<file path="config.mk">
export PLATFORM = sky130hd
export DESIGN_NAME = blink_monitor
export DESIGN_NICKNAME = d
export VERILOG_FILES = /design/src/rtl/blink_monitor.sv
export SDC_FILE = /design/constraint.sdc
export NUM_CORES = 1
export LEC_CHECK = 0
export ABC_CLOCK_PERIOD_IN_PS = 6500
export BUFFER_PORTS_ARGS = -buffer_cell sky130_fd_sc_hd__buf_2
export CAP_MARGIN = 20
export CORE_UTILIZATION = 40
export DETAILED_ROUTE_END_ITERATION = 7
export SLEW_MARGIN = 25
export SYNTH_ARGS = -nofsm -noshare
export SYNTH_HDL_FRONTEND = slang
export SYNTH_SLANG_ARGS = --single-unit
</file>
<file path="constraint.sdc">
create_clock -name clk -period 6.5 [get_ports clk]
set_input_delay 0.325 -clock clk [delete_from_list [all_inputs] [get_ports clk]]
set_output_delay 0.325 -clock clk [all_outputs]
set_load 0.1 [all_outputs]
</file>
<file path="src/rtl/blink_monitor.sv">
// Blink-line monitor: measures the interval between rising edges of blink_in and reports period, lock, mismatch and timeout.
// Define BLINK_MONITOR_TOLERANCE_EN to treat intervals within +/-1 cycle of the previous one as matching.
module blink_monitor #(
    parameter int CNT_W      = 8,
    parameter int LOCK_COUNT = 3,
    parameter int TIMEOUT    = 200
) (
    input  logic             clk,
    input  logic             rstbtn,
    input  logic             blink_in,
    output logic [CNT_W-1:0] period_o,
    output logic             period_valid,
    output logic             locked,
    output logic             mismatch,
    output logic             timeout
);
    localparam logic [1:0]       S_IDLE    = 2'd0;
    localparam logic [1:0]       S_ACQ     = 2'd1;
    localparam logic [1:0]       S_LOCK    = 2'd2;
    localparam logic [CNT_W-1:0] TIMEOUT_C = CNT_W'(TIMEOUT);
    localparam logic [CNT_W-1:0] CNT_ONE   = CNT_W'(1);
    localparam logic [3:0]       LOCK_TGT  = 4'(LOCK_COUNT - 1);

    logic [1:0]       state_q, state_d;
    logic             blink_q, blink_d;
    logic [CNT_W-1:0] cnt_q, cnt_d;
    logic [CNT_W-1:0] prev_q, prev_d;
    logic             prev_ok_q, prev_ok_d;
    logic [3:0]       match_cnt_q, match_cnt_d;
    logic [CNT_W-1:0] period_q, period_d;
    logic             pv_q, pv_d;
    logic             locked_q, locked_d;
    logic             mis_q, mis_d;
    logic             tmo_q, tmo_d;

    logic             rise;
    logic             is_match;
    logic [3:0]       match_inc;

    function automatic logic intervals_match(input logic [CNT_W-1:0] a,
                                             input logic [CNT_W-1:0] b);
`ifdef BLINK_MONITOR_TOLERANCE_EN
        logic [CNT_W-1:0] diff;
        diff = (a >= b) ? (a - b) : (b - a);
        return diff <= CNT_ONE;
`else
        return a == b;
`endif
    endfunction

    assign rise      = blink_in & ~blink_q;
    assign is_match  = prev_ok_q & intervals_match(cnt_q, prev_q);
    assign match_inc = match_cnt_q + 4'd1;

    always_comb begin
        state_d     = state_q;
        blink_d     = blink_in;
        cnt_d       = cnt_q;
        prev_d      = prev_q;
        prev_ok_d   = prev_ok_q;
        match_cnt_d = match_cnt_q;
        period_d    = period_q;
        pv_d        = 1'b0;
        locked_d    = locked_q;
        mis_d       = 1'b0;
        tmo_d       = 1'b0;

        case (state_q)
            S_IDLE: begin
                if (rise) begin
                    cnt_d   = CNT_ONE;
                    state_d = S_ACQ;
                end
            end
            S_ACQ, S_LOCK: begin
                // A rise takes priority over an expiring count, so an interval of exactly TIMEOUT is reported.
                if (rise) begin
                    period_d  = cnt_q;
                    pv_d      = 1'b1;
                    cnt_d     = CNT_ONE;
                    prev_d    = cnt_q;
                    prev_ok_d = 1'b1;
                    if (is_match) begin
                        if (state_q == S_ACQ) begin
                            match_cnt_d = match_inc;
                            if (match_inc >= LOCK_TGT) begin
                                state_d  = S_LOCK;
                                locked_d = 1'b1;
                            end
                        end
                    end else begin
                        match_cnt_d = 4'd0;
                        if (state_q == S_LOCK) begin
                            mis_d    = 1'b1;
                            locked_d = 1'b0;
                            state_d  = S_ACQ;
                        end
                    end
                end else if (cnt_q == TIMEOUT_C) begin
                    tmo_d       = 1'b1;
                    locked_d    = 1'b0;
                    prev_ok_d   = 1'b0;
                    match_cnt_d = 4'd0;
                    cnt_d       = '0;
                    state_d     = S_IDLE;
                end else begin
                    cnt_d = cnt_q + CNT_ONE;
                end
            end
            default: begin
                state_d = S_IDLE;
                cnt_d   = '0;
            end
        endcase
    end

    always_ff @(posedge clk or posedge rstbtn) begin
        if (rstbtn) begin
            state_q     <= S_IDLE;
            blink_q     <= 1'b0;
            cnt_q       <= '0;
            prev_q      <= '0;
            prev_ok_q   <= 1'b0;
            match_cnt_q <= 4'd0;
            period_q    <= '0;
            pv_q        <= 1'b0;
            locked_q    <= 1'b0;
            mis_q       <= 1'b0;
            tmo_q       <= 1'b0;
        end else begin
            state_q     <= state_d;
            blink_q     <= blink_d;
            cnt_q       <= cnt_d;
            prev_q      <= prev_d;
            prev_ok_q   <= prev_ok_d;
            match_cnt_q <= match_cnt_d;
            period_q    <= period_d;
            pv_q        <= pv_d;
            locked_q    <= locked_d;
            mis_q       <= mis_d;
            tmo_q       <= tmo_d;
        end
    end

    assign period_o     = period_q;
    assign period_valid = pv_q;
    assign locked       = locked_q;
    assign mismatch     = mis_q;
    assign timeout      = tmo_q;

endmodule

</file>
-- Yosys cells after proc, flatten, opt, wreduce, memory -nomap -nowiden
Cells that the tools add are included.
W data, S select, Z words.
- divide/modulo/power cells: 0
- eq/ne operators: 12
- order comparisons: 1
- multipliers: 0
- muxes and demuxes: 32
- shift operators: 0
- reductions and logical operators: 8
- $add $sub $neg: 2
- bitwise operators: 3
- operators by type and width (operator ; number):
    $mux W8 ; 3
    $mux W1 ; 16
    $mux W4 ; 4
    $pmux W8 S2 ; 1
    $mux W2 ; 7
    $ne A4 B4 Y1 const B ; 3
    $reduce_and A5 Y1 ; 2
    $add A8 B1 Y8 const B ; 1
    $eq A8 B8 Y1 ; 1
    $eq A8 B8 Y1 const B ; 1
    $ne A3 B2 Y1 const B ; 2
    $add A4 B1 Y4 const B ; 1
    $ge A4 B2 Y1 const B ; 1
    $pmux W2 S2 ; 1
    $reduce_and A2 Y1 ; 2
    $ne A3 B1 Y1 const B ; 1
    $ne A3 B3 Y1 const B ; 1
    $reduce_and A3 Y1 ; 1
    $and A1 B1 Y1 ; 2
    $eq A2 B1 Y1 const B ; 1
    $eq A2 B2 Y1 const B ; 1
    $logic_not A2 Y1 ; 1
    $ne A2 B2 Y1 const B ; 1
    $reduce_bool A2 Y1 ; 1
    2 further kinds ; 2
- latch bits: 0
- output and inout bits: 12
- flip-flop bits (word level): 28
- memory bits (writable): 0
- ROM bits: 0
- logic and storage cells: 68
- memories: 0

-- Longest topological paths before layout
Gate-level depths: netlist of the first run.
- word-level depth: 7
- mapped depth: 8

-- Least setup slack after synthesis of the first run
Ideal clock, no wire load.
- kind: register -> register
- start: reg, netlist name period_o[7]
- end: reg state_q[0]
- path buffers: 0
- required time: 6372 ps
- arrival time: 2665 ps
- cell stages (with the launch flop): 7
- setup slack: 3708 ps
- cells stage by stage: dfrtp_1 xor2_1 nor4_4 nand4_4 or4_1 o2111ai_2 mux2_1
- RTL lines (item ; line ; text):
    end signal: assignment ; 131 ; state_q <= state_d;
    end: declaration ; 24 ; logic [1:0] state_q, state_d;

-- Worst setup path after layout of the first run
- start: reg state_q[0]
- end: reg state_q[1]
- cells in the longest elaborated chain, start to end: 4
- elaborated cells between the ends (all ways): 11
- ends and longest elaborated chain (item ; line ; text):
    $eq A2 B1 Y1 / $eq A2 B2 Y1 (equally long branches) ; 68, 84, 93 ;
    $reduce_or A2 Y1 ; 68 ; case (state_q)
    $ne A4 B4 Y1 (no line) / $ne A3 B3 Y1 (equally long branches) ; -- ;
    $reduce_and A5 Y1 (no line) ; -- ;
Several ways; a longest one is shown, not always the timed one.
A chain may end at the register's enable or synchronous reset.

==> results.toml, run 1 <==
[status]
outcome = "finished, final reports clean"

[worst_setup_path]
critPathLaunchType = "register"
cp.arrival_ns = 2.59
worst_ep_required_time_ns = 6.67
crit_type = "reg -> reg"
cp_max_fo = 17
end_kind = "register"

[detailed_routing]
dr.first_iter.drc_count = 63
vias_per_cell = 5.21
drc = 0
ant_nets = 0
via_count = 1120
wl_um = 3040
firstDrtPassIters = 4
wl_per_cell_um = 14.1

[timing]
slew_headroom_pct = 61.0
min_period_over_period_pct = 37.3
fin_crit_ns = 2.42
setup_viol_count_final = 0
slew_viol_final = 0
final-hold-violation-count = 0
max_freq_mhz = 413
tns_ns = 0
skew_ns = 0.00401
final.setup.worst_slack_ns = 4.08
rsz0062_at_grt = "no"
tightest_slew_ns = 0.584

[synthesis]
synth_area_per_cell_um2 = 9.80
ys_types = 38
syn_nets = 165
ys_warn_count = 0
synth_top_area_share_pct = 46.4
synthTopCellsByArea = "dfrtp_1, nand2_1, xor2_1"
syn_area_mm2 = 0.00151
synth_area_leader_cell = "dfrtp_1"
ys_seq_area_share_pct = 46.4
ys_ff_latch = 28
synthCells = 154

[power]
vdd_drop_max_mv = 0.156
p_leak_nw = 0.858
powerDensity_mw_per_mm2 = 446

[place]
dp_hpwl_um = 2220
place_area_mm2 = 0.00162
dp_cells = 211
preCtsSetupSlack_ns = 4.09
port_buffers = 14
gp_congestion = 0.845

[clock_network]
cts_tree = "built"
numCtsBuffers = 3
cts_hold_buf = 0
clk_latency_ns = 0.28
cts_sinks = 28
htreeDepth = 1
cts-root-buf = "clkbuf_8"
cts_resized = 0
post_cts_buffers = 0
clk_pin_slew_ns = 0.09
clockBufferDepth = 2

[job]
drv_cap = 0

[finish]
postLayoutCellArea_mm2 = 0.00168
layout-drive-gt1-share_pct = 14.2
final_cells = 215
nets = 181
area_growth_pct = 11.3
diodes = 0
fin_util_pct = 48.4

[grt]
grt_pass1_vias = 1242
grtUsageTotal_pct = 17.8
grt_max_degree = 29
grt_pass1_wl_um = 5630
grt_overflow_total = 0
antenna_found_initial = 0

[floorplan]
start_util_pct = 43.5
fp.dieH_um = 63.4
ioPinCount = 15
core_area_mm2 = 0.00347
row_count = 21
die_w_um = 63.4
die-area_mm2 = 0.00402

[hold_path]
hp-class = "in -> async"
==> critical path, cell delays in order (launching register included) <==
cell and delay (ns):
dfrtp_1 0.41, inv_1 0.08, ha_1 0.36, nand2_1 0.34, or4_1 0.64, o2111ai_2 0.13, mux2_1 0.35
==> stage by stage <==
stage	power, mW	hold WS (ns)
3_5_place_dp	0.640	0.428
5_1_grt	0.804	0.136
3_3_place_gp	0.634	0.458
4_1_cts	0.754	0.121
2_1_floorplan	0.567	0.356
6_report	0.749	0.0952
==> Yosys cell counts <==
cell / number
a21o_1: 2
a21oi_1: 4
a22oi_1: 1
a31oi_1: 1
and3_1: 1
and4_1: 1
buf_2: 1
clkbuf_1: 2
dfrtp_1: 28
ha_1: 8
inv_1: 12
mux2_1: 2
mux2i_1: 1
nand2_1: 29
nand2b_1: 2
nand3_1: 6
nand4_1: 1
nand4_4: 1
nand4b_1: 1
nor2_1: 9
nor2b_1: 1
nor3_1: 2
nor3_2: 1
nor3b_1: 1
nor4_4: 1
nor4b_1: 1
o2111ai_2: 1
o211ai_1: 1
o21ai_0: 5
o21ai_1: 1
o21ba_2: 1
o22ai_1: 4
o31a_1: 2
or3_1: 1
or4_1: 1
or4b_1: 1
xnor2_1: 4
xor2_1: 12
==> area by class of cell <==
type / count / area [um^2]
fillers: 348 / 1790
multi-input cells: 111 / 751
flip-flops and latches: 28 / 701
repair buffers: 14 / 70.1
well taps: 46 / 57.6
clock buffers: 4 / 55.1
inverters: 12 / 45.0
==> cell usage in the layout, fill, tap and decap left out, drive strengths merged, types with 3 or more instances in the layout <==
| cell type | n |
|---|---|
| clkbuf | 4 |
| buf | 14 |
| xnor2 | 4 |
| nor2 | 9 |
| ha | 8 |
| a21oi | 4 |
| nand3 | 6 |
| xor2 | 12 |
| nor3 | 3 |
| nand2 | 29 |
| o21ai | 6 |
| inv | 12 |
| dfrtp | 28 |
| o22ai | 4 |
==> where the power goes <==
group          switching, mW  internal (mW)  total, mW
clock network         0.0550         0.0544      0.109
logic                  0.267          0.120      0.387
registers             0.0417          0.211      0.252
==> final timing paths <==
check                            start            to  slack (ns)  cells after the start
setup / recovery            state_q[0]    state_q[1]        4.08                      6
hold / removal                  rstbtn  period_valid         0.1                      2
setup reg to reg            state_q[0]    state_q[1]        4.08                      6
hold reg to reg            period_o[4]   period_o[4]        0.53                      2
max in group asynchronous       rstbtn      cnt_q[4]        6.02                      2
min in group clk              blink_in       blink_q        0.17                      1
==> registers in the layout, summed over array words and instances (netlist names) <==
name	flops
period_valid	1
mismatch	1
prev_ok_q	1
cnt_q	8
timeout	1
match_cnt_q	4
state_q	2
period_o	8
locked	1
blink_q	1
==> per-layer routing <==
layer | GRT usage [%] | wire length, um
met1 | 22.0 | 1400
met2 | 29.9 | 1500
met3 | 3.08 | 83
met4 | 8.52 | 51
met5 | 0 | 0
==> cell families after synthesis <==
kind of cell               count (synthesis)  share of synthesized area (%)
and+or+nand+nor                           61                           21.5
DFF                                       28                           46.4
AOI/OAI and AO/OA                         23                           10.2
xor gates and xnor gates                  16                           9.29
buffers and inverters                     15                           3.81
adders and majority gates                  8                           6.63
muxes                                      3                           2.16
(Power assumes the default switching activity.)
==> run 2: changes to the inputs <==
- ABC_CLOCK_PERIOD_IN_PS: 6500 -> 2100
- clock period: 6.5 -> 2.1 ns (I/O delays scaled with it)
==> results.toml, run 2 (synthesis gave the netlist of run 1 again) <==
[floorplan]
row_count = 21
start_util_pct = 43.5
ioPinCount = 15
die_w_um = 63.4
core_area_mm2 = 0.00347
die-area_mm2 = 0.00402
fp.dieH_um = 63.4

[worst_setup_path]
critPathLaunchType = "register"
worst-r2r-cell-count = 6
worst_ep_required_time_ns = 2.27
r2r_start = "period_o[7]"
cp-endpoint = "state_q[1]"
reg2reg_to = "state_q[1]"
cp.arrival_ns = 2.28
cp_max_fo = 2
crit_type = "reg -> reg"
r2r_slack_ns = -0.008
worstSetupStartpoint = "period_o[7]"
end_kind = "register"

[timing]
final-hold-violation-count = 0
fin_crit_ns = 2.11
max_freq_mhz = 474
tightest_slew_ns = 0.489
skew_ns = 0.00586
slew_headroom_pct = 67.6
final.setup.worst_slack_ns = -0.00777
rsz0062_at_grt = "yes"
slew_viol_final = 0
setup_viol_count_final = 2
min_period_over_period_pct = 100

[hold_path]
hp-class = "in -> async"

[job]
drv_cap = 0

[clock_network]
htreeDepth = 1
cts_sinks = 28
clockBufferDepth = 2
clk_latency_ns = 0.28
cts_tree = "built"
cts-root-buf = "clkbuf_8"
clk_pin_slew_ns = 0.10
numCtsBuffers = 3

[grt]
grtUsageTotal_pct = 18.9
grt_max_degree = 29
grt_pass1_vias = 1248
grt_overflow_total = 0
grt_pass1_wl_um = 5850
antenna_found_initial = 0

[place]
port_buffers = 14
preCtsSetupSlack_ns = -0.0225
dp_cells = 228
dp_hpwl_um = 2370
gp_congestion = 0.851
place_area_mm2 = 0.00178

[status]
violations = "negative setup slack"
outcome = "finished with violations"

[finish]
diodes = 0
nets = 204
final_cell_mix = "nand2_1, buf_4, dfrtp_1, buf_2, inv_1"
fillers = 315
layout_commonest_cell = "nand2_1"
layout-drive-gt1-share_pct = 35.4
area_growth_pct = 29.9
postLayoutCellArea_mm2 = 0.00196
final_cells = 238

[detailed_routing]
via_count = 1190
drc = 0
wl_per_cell_um = 14.0
ant_nets = 0
wl_um = 3330
vias_per_cell = 5.00
firstDrtPassIters = 4
dr.first_iter.drc_count = 56

[power]
p_leak_nw = 0.968
vdd_drop_max_mv = 0.540
powerDensity_mw_per_mm2 = 1330
## run 2: power by group
part	switching (mW)	internal, mW	leakage [nW]
logic	0.945	0.553	0.583
registers	0.110	0.657	0.356
clock network	0.170	0.168	0.0288
total	1.22	1.38	0.968
## run 2: final cells by class
class	count	area, um^2	area share, %
sequential	28	719	36.7
inverter	12	45.0	2.30
timing repair buffer	37	248	12.6
multi-input combinational	111	835	42.6
clock buffer	4	55.1	2.81
tap	46	57.6	2.94
## run 2: what timing repair did
| action | CTS | global route |
|---|---|---|
| buffers inserted | 3 | 1 |
| hold buffers | 2 | 0 |
| endpoints found under the hold margin | 29 | 0 |
| gates resized for setup | 7 | 9 |
| pin swaps | 2 | 5 |
| endpoints found under the setup margin | 2 | 7 |
## run 2: stage by stage
stage,setup TNS (ns),power [mW],hold WS (ns),utilization [%]
final,-0.0123,2.60,0.421,56.5
after CTS,-0.0231,2.57,0.432,55.3
after global routing,-0.167,2.79,0.463,56.5
after detailed placement,-0.0312,2.15,0.195,51.4
after global placement,0,2.12,0.185,51.4
after floorplan,-0.405,1.76,0.136,-
## run 2: worst min-delay path by stage
| stage | slack [ns] | end | start | cells after the start |
|---|---|---|---|---|
| final | 0.42 | period_o[5] | rstbtn | 4 |
| after global routing | 0.46 | period_o[5] | rstbtn | 4 |
| after global placement | 0.19 | period_valid | rstbtn | 3 |
| after detailed placement | 0.19 | mismatch | rstbtn | 3 |
| after floorplan | 0.14 | blink_q | blink_in | 0 |
| after CTS | 0.43 | mismatch | rstbtn | 4 |
## run 2: routing by layer
layer / vias to the layer above / wire length [um] / GRT usage, %
met2: 23 / 1520 / 29.5
met1: 570 / 1690 / 27.2
met3: 7 / 83 / 2.17
met4: 0 / 48 / 5.68
met5: - / 0 / 0
li1: 590 / - / -
## run 2: critical path, cell delays in order, from the launching register on
cell and delay (ns):
dfrtp_4 0.50, xor2_2 0.17, nor4_4 0.33, nand4_4 0.11, or4_4 0.44, o2111ai_4 0.13, mux2_4 0.32
==> run 3: changes to the inputs <==
- GPL_TIMING_DRIVEN: not set -> 1
- PLACE_DENSITY: not set -> 0.64
==> results.toml, run 3 (synthesis gave the netlist of run 1 again) <==
[job]
drv_cap = 0

[place]
place_area_mm2 = 0.00178
dp_hpwl_um = 2360
dp_cells = 228
gp_congestion = 0.810
preCtsSetupSlack_ns = -0.0717
port_buffers = 14

[detailed_routing]
met2_wirelength_um = 1530
drc = 0
firstDrtPassIters = 4
vias_per_cell = 5.08
via_count = 1199
wl_um = 3160
wl_per_cell_um = 13.4
dr.first_iter.drc_count = 52
wl_met1_um = 1480
top_layer = "met4"
ant_nets = 0
route.met3.wl_um = 115

[power]
p_clk_share_pct = 13.6
swShare_pct = 46.8
power_mw = 2.48
vdd_drop_max_mv = 0.526
intPower_mw = 1.32
p_leak_nw = 0.948
powerDensity_mw_per_mm2 = 1310
p_switching_mw = 1.16
p_seq_share_pct = 30.7
p_comb_share_pct = 55.6

[timing]
fin_crit_ns = 2.13
final-hold-violation-count = 0
max_freq_mhz = 468
final.setup.worst_slack_ns = -0.0347
skew_ns = 0.00555
setup_viol_count_final = 2
min_period_over_period_pct = 102
rsz0062_at_grt = "yes"
slew_viol_final = 0
slew_headroom_pct = 67.8
tightest_slew_ns = 0.487

[clock_network]
numCtsBuffers = 3
cts_tree = "built"
clockBufferDepth = 2
cts_sinks = 28
htreeDepth = 1
clk_pin_slew_ns = 0.10
clk_latency_ns = 0.28
cts-root-buf = "clkbuf_8"

[floorplan]
die-area_mm2 = 0.00402
row_count = 21
core_area_mm2 = 0.00347
fp.dieH_um = 63.4
ioPinCount = 15
start_util_pct = 43.5
die_w_um = 63.4

[worst_setup_path]
critPathLaunchType = "register"
cp.arrival_ns = 2.30
r2r_start = "period_o[7]"
worst_ep_required_time_ns = 2.27
r2r_slack_ns = -0.03
end_kind = "register"
crit_type = "reg -> reg"
reg2reg_to = "state_q[0]"
worst-r2r-cell-count = 6
cp_max_fo = 3

[status]
outcome = "finished with violations"
violations = "negative setup slack"

[grt]
grtUsageTotal_pct = 17.5
grt_max_degree = 29
grt_pass1_wl_um = 5520
grt_pass1_vias = 1219
grt_overflow_total = 0
antenna_found_initial = 0

[finish]
area_growth_pct = 25.1
final_cells = 236
postLayoutCellArea_mm2 = 0.00189
layout_commonest_cell = "nand2_1"
diodes = 0
layout-drive-gt1-share_pct = 29.5
final_cell_mix = "nand2_1, dfrtp_1, buf_4, buf_2, inv_1"
nets = 202

[hold_path]
hp-class = "in -> async"
==> run 3: cell count changes in the layout (fill, tap and decap cells not counted), moves of 2 or more <==
cell and delta:
buf_4 -2, inv_1 +2, mux2_4 -2, inv_2 -2
mux2_1 +2
==> run 3: metrics by stage <==
| stage | hold WS, ns | util (%) | setup TNS [ns] |
|---|---|---|---|
| floorplan | 0.136 | - | -0.405 |
| global placement | 0.188 | 51.4 | -0.00702 |
| detailed placement | 0.195 | 51.4 | -0.138 |
| CTS | 0.440 | 54.3 | -0.111 |
| finish | 0.431 | 54.4 | -0.0659 |
| global route | 0.482 | 54.4 | -0.560 |
==> run 3: what timing repair did <==
item,4_1_cts,5_1_grt
hold buffers,2,0
endpoints found under the hold margin,29,0
gates resized for setup,3,1
setup buffers,2,0
setup endpoints to repair,5,7
pin swaps,3,2
==> run 3: area by class of cell <==
| type | instances | area (um^2) |
|---|---|---|
| timing repair buffer | 35 | 233 |
| inverter | 12 | 45.0 |
| fill | 326 | 1580 |
| tap | 46 | 57.6 |
| clock buffer | 4 | 55.1 |
| multi-input combinational | 111 | 779 |
| sequential | 28 | 718 |
==> run 3: critical path: stages, from the launching register on <==
cell,delay (ns)
dfrtp_4,0.49
xor2_1,0.17
nor4_4,0.35
nand4_4,0.11
or4_4,0.43
o2111ai_2,0.12
mux2_1,0.34
==> run 3: power by group through the flow <==
stage	combinational, mW	sequential, mW	clock [mW]
2_1_floorplan	0.698	1.06	0
3_3_place_gp	1.34	0.763	0
3_5_place_dp	1.36	0.774	0
4_1_cts	1.38	0.763	0.343
5_1_grt	1.50	0.777	0.367
6_report	1.38	0.763	0.338
==> run 3: worst max path at each step <==
stage                  to  depth (start not counted)  slack (ns)         from
3_5_place_dp   state_q[0]                          8       -0.07     cnt_q[0]
2_1_floorplan  state_q[0]                          6       -0.20  period_o[6]
5_1_grt        state_q[0]                          6       -0.12  period_o[7]
6_report       state_q[0]                          6       -0.03  period_o[7]
3_3_place_gp   state_q[0]                          6      -0.004  period_o[6]
4_1_cts        state_q[0]                          6       -0.06  period_o[7]
==> run 3: routing by layer <==
| metal | vias up | GRT usage, % |
|---|---|---|
| met5 | - | 0 |
| met4 | 0 | 4.55 |
| met3 | 5 | 2.36 |
| met2 | 22 | 30.7 |
| met1 | 586 | 22.5 |
| li1 | 586 | - |
